--- config.mk ---
export PLATFORM = sky130hd
export DESIGN_NAME = spi_slave
export DESIGN_NICKNAME = d
export VERILOG_FILES = /design/src/rtl/spi_slave.sv
export SDC_FILE = /design/constraint.sdc
export NUM_CORES = 1
export LEC_CHECK = 0
export BUFFER_PORTS_ARGS = -buffer_cell sky130_fd_sc_hd__buf_4
export CAP_MARGIN = 20
export CORE_MARGIN = 1.5
export CORE_UTILIZATION = 40
export CTS_BUF_LIST = sky130_fd_sc_hd__clkbuf_8 sky130_fd_sc_hd__clkbuf_16
export CTS_CLUSTER_DIAMETER = 120
export DETAILED_ROUTE_END_ITERATION = 16
export GPL_TIMING_DRIVEN = 0
export PLACE_DENSITY = 0.63
export SYNTH_ARGS = -nofsm -noshare
export SYNTH_HDL_FRONTEND = slang
export SYNTH_SLANG_ARGS = --single-unit
--- constraint.sdc ---
create_clock -name clk_in -period 2.55 [get_ports clk_in]
set_input_delay 0.3825 -clock clk_in [delete_from_list [all_inputs] [get_ports clk_in]]
set_output_delay 0.3825 -clock clk_in [all_outputs]
set_load 0.01 [all_outputs]
--- src/rtl/spi_slave.sv ---
// SPI slave with clk_in-domain oversampling: 2-flop synchronisers plus edge history, 32-bit
// MSB-first shift in/out, modes 0 and 3. rx_data is right-aligned to the number of bits received.
module spi_slave #(
  parameter logic miso_idle = 1'b0
) (
  input  logic        clk_in,
  input  logic        nrst,
  input  logic        spi_sck,
  input  logic        spi_csn,
  input  logic        spi_mosi,
  output logic        spi_miso,
  input  logic [31:0] tx_data,
  input  logic        tx_load,
  output logic [31:0] rx_data,
  output logic [5:0]  rx_nbits,
  output logic        rx_valid,
  output logic        busy
);
  typedef enum logic {IDLE = 1'b0, ACTIVE = 1'b1} state_t;

  state_t      state_q, state_d;
  logic        sck_s1_q, sck_s1_d, sck_s2_q, sck_s2_d, sck_h_q, sck_h_d;
  logic        csn_s1_q, csn_s1_d, csn_s2_q, csn_s2_d, csn_h_q, csn_h_d;
  logic        mosi_s1_q, mosi_s1_d, mosi_s2_q, mosi_s2_d;
  logic        settle_q, settle_d, armed_q, armed_d;
  logic [5:0]  cnt_q, cnt_d;
  logic [31:0] rx_sh_q, rx_sh_d, tx_sh_q, tx_sh_d, tx_buf_q, tx_buf_d;
  logic        miso_q, miso_d;
  logic [31:0] rx_data_q, rx_data_d;
  logic [5:0]  rx_nbits_q, rx_nbits_d;
  logic        rx_valid_q, rx_valid_d;

  logic        csn_fall, csn_rise, sck_rise, sck_fall;
  logic [31:0] start_word, rx_mask;

  // A csn fall only counts once csn has been seen high since reset, so a
  // transaction cut by reset is not restarted while csn is still low.
  assign csn_fall   = armed_q & csn_h_q & ~csn_s2_q;
  assign csn_rise   = csn_s2_q & ~csn_h_q;
  assign sck_rise   = sck_s2_q & ~sck_h_q;
  assign sck_fall   = ~sck_s2_q & sck_h_q;
  assign start_word = tx_load ? tx_data : tx_buf_q;
  assign rx_mask    = (cnt_q >= 6'd32) ? '1 : ((32'h1 << cnt_q) - 32'h1);

  always_comb begin
    state_d    = state_q;
    sck_s1_d   = spi_sck;
    sck_s2_d   = sck_s1_q;
    sck_h_d    = sck_s2_q;
    csn_s1_d   = spi_csn;
    csn_s2_d   = csn_s1_q;
    csn_h_d    = csn_s2_q;
    mosi_s1_d  = spi_mosi;
    mosi_s2_d  = mosi_s1_q;
    settle_d   = 1'b1;
    armed_d    = armed_q | (settle_q & csn_s1_q);
    cnt_d      = cnt_q;
    rx_sh_d    = rx_sh_q;
    tx_sh_d    = tx_sh_q;
    tx_buf_d   = tx_load ? tx_data : tx_buf_q;
    miso_d     = miso_q;
    rx_data_d  = rx_data_q;
    rx_nbits_d = rx_nbits_q;
    rx_valid_d = 1'b0;

    case (state_q)
      IDLE: begin
        if (csn_fall) begin
          state_d = ACTIVE;
          cnt_d   = 6'd0;
          tx_sh_d = start_word;
          miso_d  = start_word[31];
        end
      end
      ACTIVE: begin
        if (csn_rise) begin
          state_d = IDLE;
          miso_d  = miso_idle;
          if (cnt_q != 6'd0) begin
            rx_data_d  = rx_sh_q & rx_mask;
            rx_nbits_d = cnt_q;
            rx_valid_d = 1'b1;
          end
        end else begin
          if (sck_rise) begin
            rx_sh_d = {rx_sh_q[30:0], mosi_s2_q};
            if (cnt_q != 6'd32) cnt_d = cnt_q + 6'd1;
          end
          // The mode-3 leading fall arrives before any sample and must not shift.
          if (sck_fall && cnt_q != 6'd0) begin
            tx_sh_d = {tx_sh_q[30:0], 1'b0};
            miso_d  = tx_sh_q[30];
          end
        end
      end
      default: state_d = IDLE;
    endcase
  end

  always_ff @(posedge clk_in) begin
    if (!nrst) begin
      state_q    <= IDLE;
      sck_s1_q   <= 1'b0;
      sck_s2_q   <= 1'b0;
      sck_h_q    <= 1'b0;
      csn_s1_q   <= 1'b1;
      csn_s2_q   <= 1'b1;
      csn_h_q    <= 1'b1;
      mosi_s1_q  <= 1'b0;
      mosi_s2_q  <= 1'b0;
      settle_q   <= 1'b0;
      armed_q    <= 1'b0;
      cnt_q      <= 6'd0;
      rx_sh_q    <= 32'd0;
      tx_sh_q    <= 32'd0;
      tx_buf_q   <= 32'd0;
      miso_q     <= miso_idle;
      rx_data_q  <= 32'd0;
      rx_nbits_q <= 6'd0;
      rx_valid_q <= 1'b0;
    end else begin
      state_q    <= state_d;
      sck_s1_q   <= sck_s1_d;
      sck_s2_q   <= sck_s2_d;
      sck_h_q    <= sck_h_d;
      csn_s1_q   <= csn_s1_d;
      csn_s2_q   <= csn_s2_d;
      csn_h_q    <= csn_h_d;
      mosi_s1_q  <= mosi_s1_d;
      mosi_s2_q  <= mosi_s2_d;
      settle_q   <= settle_d;
      armed_q    <= armed_d;
      cnt_q      <= cnt_d;
      rx_sh_q    <= rx_sh_d;
      tx_sh_q    <= tx_sh_d;
      tx_buf_q   <= tx_buf_d;
      miso_q     <= miso_d;
      rx_data_q  <= rx_data_d;
      rx_nbits_q <= rx_nbits_d;
      rx_valid_q <= rx_valid_d;
    end
  end

  assign spi_miso = miso_q;
  assign rx_data  = rx_data_q;
  assign rx_nbits = rx_nbits_q;
  assign rx_valid = rx_valid_q;
  assign busy     = (state_q == ACTIVE);
endmodule

# Word-level counts from Yosys, hierarchy flattened
# Cells that the tools add are included.
dict set report classes {
  bitwise_logic 14
  order_cmp 1
  n_mux 20
  reduce_logical 8
  n_div 0
  shift 1
  multipliers 0
  n_addsub 2
  eq_ne 7
}
# cell count
set ops {}
lappend ops {{two-way mux 31 bit} 3}
lappend ops {{two-way mux 32 bit} 2}
lappend ops {{one-hot mux 31 bit (2 select lines)} 1}
lappend ops {{AND 32 bit} 1}
lappend ops {{left shift 1 x 6 -> 32 bit, first input constant} 1}
lappend ops {{subtractor 32 x 1 -> 32 bit, second input constant} 1}
lappend ops {{two-way mux 6 bit} 4}
lappend ops {{one-hot mux 6 bit (2 select lines)} 1}
lappend ops {{AND reduction 3 bit} 4}
lappend ops {{two-way mux 1 bit} 7}
lappend ops {{adder 6 x 1 -> 6 bit, second input constant} 1}
lappend ops {{AND 1 bit} 6}
lappend ops {{greater-or-equal comparator 6 bit, second input constant} 1}
lappend ops {{inequality test 2 x 1 -> 1 bit, second input constant} 3}
lappend ops {{inequality test 6 bit, second input constant} 1}
lappend ops {{NOT 1 bit} 6}
lappend ops {{nonzero test 6 bit} 1}
lappend ops {{inequality test 2 bit, second input constant} 2}
lappend ops {{one-hot mux 1 bit (2 select lines)} 2}
lappend ops {{AND reduction 4 bit} 1}
lappend ops {{inequality test 3 x 1 -> 1 bit, second input constant} 1}
lappend ops {{AND reduction 2 bit} 1}
lappend ops {{logical AND 1 bit} 1}
lappend ops {{OR 1 bit} 1}
dict set report totals {
  mem_bits_rw 0
  out_inout_bits 41
  memories 0
  latchBits 0
  rom_bits 0
  elab_cells 72
  register_bits 152
}

# Depth between registers and ports, before layout
# Gate-level depths: netlist (run 1).
dict set report depth {
  depth_word 6
  depth_mapped 12
  depth_no_buf 10
}

# Least setup slack after synthesis (run 1)
# OpenSTA, ideal clock, no wires.
dict set report synth_path {
  kind {reg2reg}
  startpoint {register cnt_q[2]}
  endpoint {register rx_data_q[28], in the netlist rx_data[28]}
  synth_period_minus_slack_ps 2649
  slack_ps -99
  path_buffers 1
  setup_time_ps 117
  stages_incl_launch_ff 10
  arrival_time_ps 2532
  path_cell_list {dfxtp_1 clkbuf_1 inv_1 ha_1 nor4_2 nor4_1 or4_4 nand4bb_1 xor2_1 a32o_1}
}
dict set report synth_via {
  elab_chain_len 4
  word_cells_on_any_way 7
}
# element line
set synth_rtl {}
lappend synth_rtl {{from (decl)} 26} ;# logic [5:0] cnt_q, cnt_d;
lappend synth_rtl {{from (signal assigned)} 133} ;# cnt_q <= cnt_d;
lappend synth_rtl {{left shift 1 x 6 -> 32 bit} 43} ;# assign rx_mask = (cnt_q >= 6'd32) ? '1 : ((32'h1 << cnt_q) - 32'h1);
lappend synth_rtl {{subtractor 32 x 1 -> 32 bit} 43}
lappend synth_rtl {{two-way mux 32 bit} 43}
lappend synth_rtl {{AND 32 bit} 80} ;# rx_data_d = rx_sh_q & rx_mask;
lappend synth_rtl {{to (signal assigned)} 138} ;# rx_data_q <= rx_data_d;
lappend synth_rtl {{to (decl)} 29} ;# logic [31:0] rx_data_q, rx_data_d;
# Several ways; a longest one is shown, not always the timed one.
# A chain may end at the register's enable or synchronous reset.

# Final worst setup path (run 1)
dict set report layout_path {
  startpoint {register cnt_q[1]}
  endpoint {register rx_data_q[22], in the netlist rx_data[22]}
}
# Same word-level chain as after synthesis.

==> qor.yml, run 1 <==
drc: 0
dpl_cell_area_sq_um: 8020
avgSynthCellArea_sq_um: 8.08
rows: 48
finalInstanceArea_sq_um: 8980
drtIter0Drc: 488
hold_ws_ns: 0.128
drive_gt1_frac: 0.180
dp_cells: 1185
cts_hold_buffers: 0
power.switching_mw: 1.27
status: "completed"
clock_skew_ns: 0.00826
crit_family: "simple AND/OR/NAND/NOR gates"
utilization: 0.517
dieArea_sq_um: 18700
dieHeight_um: 137
die-width_um: 137
max_stage_delay_ns: 0.50
synthArstFlopShare: 0
dr.pass1.iters: 5
core_area_sq_um: 17400
synth_edf_count: 0
internal-power_mw: 3.86
crit_path_start: "cnt_q[1]"
cts.path.max_buffers: 2
power_frac_comb: 0.054
p_leak_nw: 3.37
vias_per_cell: 5.37
vias: 6615
reg2reg_depth: 9
fin_crit_sh: 0.974
pwr-share-seq: 0.474
worst-path-max-fanout: 6
slew_headroom: 0.471
yosys-top-cells-area: "dfxtp_1 (43%), nand2_1 (8.1%), a21boi_0 (6.0%), mux2i_1 (4.5%), a21oi_1 (4.2%)"
cts.clk_slew.worst_paths_ns: 0.06
ys_warn_count: 0
ir_drop_mv: 0.495
hold_viol_final: 0
syn_inst: 883
crit_arrival_ns: 2.80
final.setup.tns_ns: 0
worst_hold_path_type: "in -> reg"
worstMarginPinSlew_ns: 0.793
grt_max_degree: 17
ant_nets: 0
syn_nets: 928
swShare: 0.248
syn_to_final_growth_pct: 25.8
synth-seq-area-share: 0.426
path_depth: 9
drv_slew: 0
worstPathRequired_ns: 2.87
fmax_mhz: 403
antenna_cells: 0
io_buffers: 77
syn_area_sq_um: 7140
ys_types: 57
power_frac_clock: 0.472
wirelength_um: 22000
worstPathCellList: "inv_4 > ha_4 > or3_4 > and3_4 > or4_4 > buf_6 > nor4_4 > a211o_1 > a21boi_1"
critPathCapture: "rx_data[22]"
cp_slowest_cell: "or4_4"
grt-ovfl-total: 0
r2r_end: "rx_data[22]"
nets: 1038
antenna_found_initial: 0
grt_pass1_wl_um: 34000
rsz0062_at_grt: "true"
worst-path-buf-inv: 2
initial_core_util: 0.411
cp-start-kind: "flip-flop"
stdcell_count: 1231
setup_ws_ns: 0.0672
io_pins: 79
ys.flop_type: "dfxtp_1"
clk_latency_ns: 0.43
power_mw: 5.13
htreeDepth: 4
synth_seq_cells: 152
cts_sinks: 152
fin_crit_ns: 2.48
synth_top_area_cell: "dfxtp_1"
cts_tree: "done"
setup_viol: 0
worst-setup-path-type: "reg -> reg"
gp_congestion: 0.945
dp_slack_ns: -0.487
p_per_area_nw_per_um2: 571
dpl.hpwl_um: 15900
cts_buffers: 17
cap_violations: 0
end_kind: "flip-flop"
grtUsageTotal: 0.242
wl_per_cell_um: 17.9
ff2ff_setup_slack_ns: 0.07
r2r-start: "cnt_q[1]"
grt_pass1_vias: 6174
root_buffer: "clkbuf_16"
synth_top_area_share: 0.426
-- power groups by stage --
stage	Combinational, mW	Sequential, mW	Clock, mW
after floorplan	0.170	2.48	0
final	0.276	2.43	2.42
after CTS	0.276	2.43	2.46
after global placement	0.271	2.48	0
after detailed placement	0.273	2.48	0
after global routing	0.307	2.43	2.56
-- state kept, by name, summed over array words and instances, names as in the netlist --
register and count:
busy 1, tx_buf_q 32, sck_s1_q 1, mosi_s1_q 1, csn_h_q 1, cnt_q 6
csn_h_d 1, sck_h_q 1, rx_nbits 6, mosi_s2_q 1, settle_q 1, rx_sh_q 32
sck_h_d 1, spi_miso 1, armed_q 1, csn_s1_q 1, tx_sh_q 31, rx_valid 1
rx_data 32
-- cells by family (layout without fill, tap and decap cells) --
logic type                 Yosys count  in the layout  synth area share
adders and majority gates            7              7            0.0123
DFF                                152            152             0.426
xor gates and xnor gates            15             15            0.0184
and+or+nand+nor                    374            374             0.258
buffers and inverters               83            206            0.0445
muxes                               32             32            0.0449
AOI/OAI and AO/OA                  220            220             0.196
-- worst min-delay path by stage --
stage,from,to,slack (ns),depth (start not counted)
2_1_floorplan,nrst,settle_q,0.41,0
6_report,nrst,settle_q,0.13,1
3_3_place_gp,sck_s1_q,sck_h_d,0.41,1
3_5_place_dp,mosi_s1_q,mosi_s2_q,0.42,1
4_1_cts,nrst,settle_q,0.11,1
5_1_grt,nrst,settle_q,0.11,1
-- cells in the final DEF (no fill, tap or decap), drive strengths merged, types with 6 or more instances in the layout --
master,instances
clkbuf,74
mux2i,32
or3,6
xnor2,10
ha,7
o21ai,57
o211ai,10
o311ai,6
nor3,9
inv,16
and2,35
a21oi,60
nand3,42
nor2,48
nand2,154
nand2b,10
dfxtp,152
a21boi,57
buf,109
nor2b,42
-- worst reg2reg max path, stage by stage (launching register included) --
cell,delay [ns]
dfxtp_4,0.40
inv_4,0.05
ha_4,0.17
or3_4,0.40
and3_4,0.21
or4_4,0.50
buf_6,0.14
nor4_4,0.26
a211o_1,0.18
a21boi_1,0.07
-- area by class of cell --
type | count | area (sq um)
flip-flops and latches | 152 | 3050
multi-input cells | 648 | 3990
clock buffers | 18 | 439
repair buffers | 94 | 709
plain buffers | 71 | 333
well taps | 225 | 282
clock inverters | 14 | 133
fillers | 1696 | 8380
inverters | 9 | 40.0
-- repair_timing --
action | CTS | global route
buffers inserted | 3 | 14
resized for setup | 31 | 45
endpoints found under the setup margin | 73 | 64
pin swaps | 6 | 14
-- synthesized netlist by cell type, drive strengths merged (6+ instances only) --
cell type,instances
nand2,154
dfxtp,152
clkbuf,61
a21oi,60
a21boi,57
o21ai,57
nor2,48
nand3,42
nor2b,42
and2,35
mux2i,32
buf,13
nand2b,10
o211ai,10
xnor2,10
inv,9
nor3,9
ha,7
o311ai,6
or3,6
-- layer usage --
metal	global-route usage	up-vias	wire [um]
met5	0	-	0
met1	0.347	3111	10600
met4	0.0721	0	364
met2	0.367	225	9610
li1	-	3249	-
met3	0.0437	30	1390
No activity file was read; power rests on OpenSTA's default activity.
==> run 2, diff against run 1 <==
--- a/config.mk
+++ b/config.mk
@@ -13,7 +13,8 @@
 export CTS_CLUSTER_DIAMETER = 120
 export DETAILED_ROUTE_END_ITERATION = 16
 export GPL_TIMING_DRIVEN = 0
-export PLACE_DENSITY = 0.63
+export PLACE_DENSITY = 0.61
+export REMOVE_ABC_BUFFERS = 1
 export SYNTH_ARGS = -nofsm -noshare
 export SYNTH_HDL_FRONTEND = slang
 export SYNTH_SLANG_ARGS = --single-unit
==> constraint.sdc (replaced) <==
create_clock -name clk_in -period 3 [get_ports clk_in]
set_input_delay 0.45 -clock clk_in [delete_from_list [all_inputs] [get_ports clk_in]]
set_output_delay 0.45 -clock clk_in [all_outputs]
set_load 0.01 [all_outputs]
==> qor.yml, run 2 (synthesis results as in run 1) <==
p_leak_nw: 3.20  # was 3.37 nW
nets: 962  # was 1038
worst-path-buf-inv: 1  # was 2
setup_viol: 0  # unchanged
cts_buffers: 17  # unchanged
dp_cells: 1120  # was 1185
crit_family: "simple AND/OR/NAND/NOR gates"  # unchanged
cap_violations: 0  # unchanged
slew_headroom: 0.391  # was 0.471
grt_pass1_wl_um: 28500  # was 34000 um
vias: 6116  # was 6615
worstMarginPinSlew_ns: 0.913  # was 0.793 ns
dieArea_sq_um: 18700  # unchanged
htreeDepth: 4  # unchanged
fill_cells: 1671  # was 1696
worst_hold_path_type: "in -> reg"  # unchanged
cp_slowest_cell: "or4_4"  # unchanged
cts_sinks: 152  # unchanged
final.setup.tns_ns: 0  # unchanged
drive_gt1_frac: 0.155  # was 0.180
syn_to_final_growth_pct: 20.2  # was 25.8%
cts.path.max_buffers: 2  # unchanged
clk_latency_ns: 0.43  # about the same
worst-path-max-fanout: 20  # was 6
drc: 0  # unchanged
stdcell_count: 1154  # was 1231
dpl.hpwl_um: 11000  # was 15900 um
rows: 48  # unchanged
crit_arrival_ns: 3.20  # was 2.80 ns
vias_per_cell: 5.30  # was 5.37
ir_drop_mv: 0.378  # was 0.495 mV
antenna_cells: 0  # unchanged
fin_crit_sh: 0.959  # was 0.974
dpl_cell_area_sq_um: 7920  # was 8020 sq um
fmax_mhz: 347  # was 403 MHz
dieHeight_um: 137  # unchanged
wl_per_cell_um: 15.2  # was 17.9 um
dr.pass1.iters: 5  # unchanged
antenna_found_initial: 0  # unchanged
ff2ff_setup_slack_ns: 0.12  # was 0.07 ns
fin_crit_ns: 2.88  # was 2.48 ns
most-common-layout-cells: "nand2_1 (154), dfxtp_1 (147), buf_4 (80)"  # was nand2_1 (154), dfxtp_1 (149), buf_4 (93)
cts.clk_slew.worst_paths_ns: 0.07  # was 0.06 ns
hold_viol_final: 0  # unchanged
worst-setup-path-type: "reg -> reg"  # unchanged
die-width_um: 137  # unchanged
p_per_area_nw_per_um2: 518  # was 571 nW/um^2
status: "completed"  # unchanged
cp-start-kind: "flip-flop"  # unchanged
wirelength_um: 17500  # was 22000 um
finalInstanceArea_sq_um: 8580  # was 8980 sq um
root_buffer: "clkbuf_16"  # unchanged
io_buffers: 78  # was 77
ant_nets: 0  # unchanged
cts_tree: "done"  # unchanged
worstPathRequired_ns: 3.33  # was 2.87 ns
worstPathCellList: "inv_1 > ha_2 > or3_4 > and3_4 > or4_4 > nand4bb_1 > xor2_1 > a32o_1"  # was inv_4 > ha_4 > or3_4 > and3_4 > or4_4 > buf_6 > nor4_4 > a211o_1 > a21boi_1
final_common_cell: "nand2_1"  # unchanged
grt_pass1_vias: 5587  # was 6174
io_pins: 79  # unchanged
drv_slew: 0  # unchanged
drtIter0Drc: 440  # was 488
grt_max_degree: 85  # was 17
initial_core_util: 0.411  # unchanged
clock_skew_ns: 0.00785  # was 0.00826 ns
grtUsageTotal: 0.194  # was 0.242
end_kind: "flip-flop"  # unchanged
cts_hold_buffers: 0  # unchanged
grt-ovfl-total: 0  # unchanged
gp_congestion: 0.886  # was 0.945
max_stage_delay_ns: 0.54  # was 0.50 ns
core_area_sq_um: 17400  # unchanged
==> run 2: changes by cell type in the layout (fill, tap and decap cells not counted), moves of 4 or more <==
| cell | previous run | this run |
|---|---|---|
| buf_4 | 93 | 80 |
| buf_2 | 6 | 0 |
| o21ai_0 | 52 | 56 |
| clkbuf_1 | 50 | 0 |
| o311ai_1 | 4 | 0 |
| clkbuf_2 | 4 | 0 |
| buf_1 | 6 | 0 |
| ha_4 | 5 | 0 |
| buf_16 | 0 | 4 |
| o311ai_0 | 2 | 6 |
==> run 2: power by group <==
| group | internal (mW) | switching (mW) | total (mW) | leakage (nW) |
|---|---|---|---|---|
| combinational | 0.106 | 0.108 | 0.213 | 1.69 |
| sequential | 2.05 | 0.0146 | 2.07 | 1.24 |
| clock | 1.24 | 0.922 | 2.16 | 0.283 |
| total | 3.40 | 1.04 | 4.44 | 3.20 |
==> run 2: final timing paths <==
kind,startpoint,endpoint,cells past startpoint
max,cnt_q[0],rx_data[28],8
min,spi_csn,csn_s1_q,2
max reg2reg,cnt_q[0],rx_data[28],8
min reg2reg,mosi_s1_q,mosi_s2_q,1
==> run 2: layer usage <==
metal,track usage,wire (um)
met1,0.282,8750
met2,0.282,7560
met3,0.0444,1020
met4,0.0585,162
met5,0,0
==> run 2: timing repair <==
item | CTS | global route
cloned | 1 | 0
pin swaps | 2 | 1
resized for setup | 10 | 4
setup endpoints to repair | 73 | 18
setup buffers | 1 | 1
==> run 2: stage by stage <==
stage | hold slack, ns | setup slack [ns] | utilization | power [mW]
floorplan | 0.411 | -1.42 | - | 2.22
global placement | 0.414 | -3.36 | 0.445 | 2.32
detailed placement | 0.419 | -0.664 | 0.456 | 2.33
CTS | 0.189 | 0.0160 | 0.493 | 4.51
global route | 0.202 | -0.00343 | 0.494 | 4.62
finish | 0.206 | 0.122 | 0.494 | 4.44
==> run 2: area by class of cell <==
| cell class | instances | area [sq um] | area share |
|---|---|---|---|
| flip-flops and latches | 152 | 3050 | 0.356 |
| clock buffers | 17 | 425 | 0.0496 |
| multi-input cells | 649 | 3840 | 0.448 |
| well taps | 225 | 282 | 0.0328 |
| repair buffers | 88 | 772 | 0.0900 |
| inverters | 9 | 33.8 | 0.00394 |
| clock inverters | 14 | 165 | 0.0193 |
==> run 2: worst register-to-register path, cell delays in order, from the launching register on <==
cell       delay [ns]
dfxtp_1          0.43
inv_1            0.11
ha_2             0.35
or3_4            0.48
and3_4           0.22
or4_4            0.54
nand4bb_1        0.21
xor2_1           0.19
a32o_1           0.25
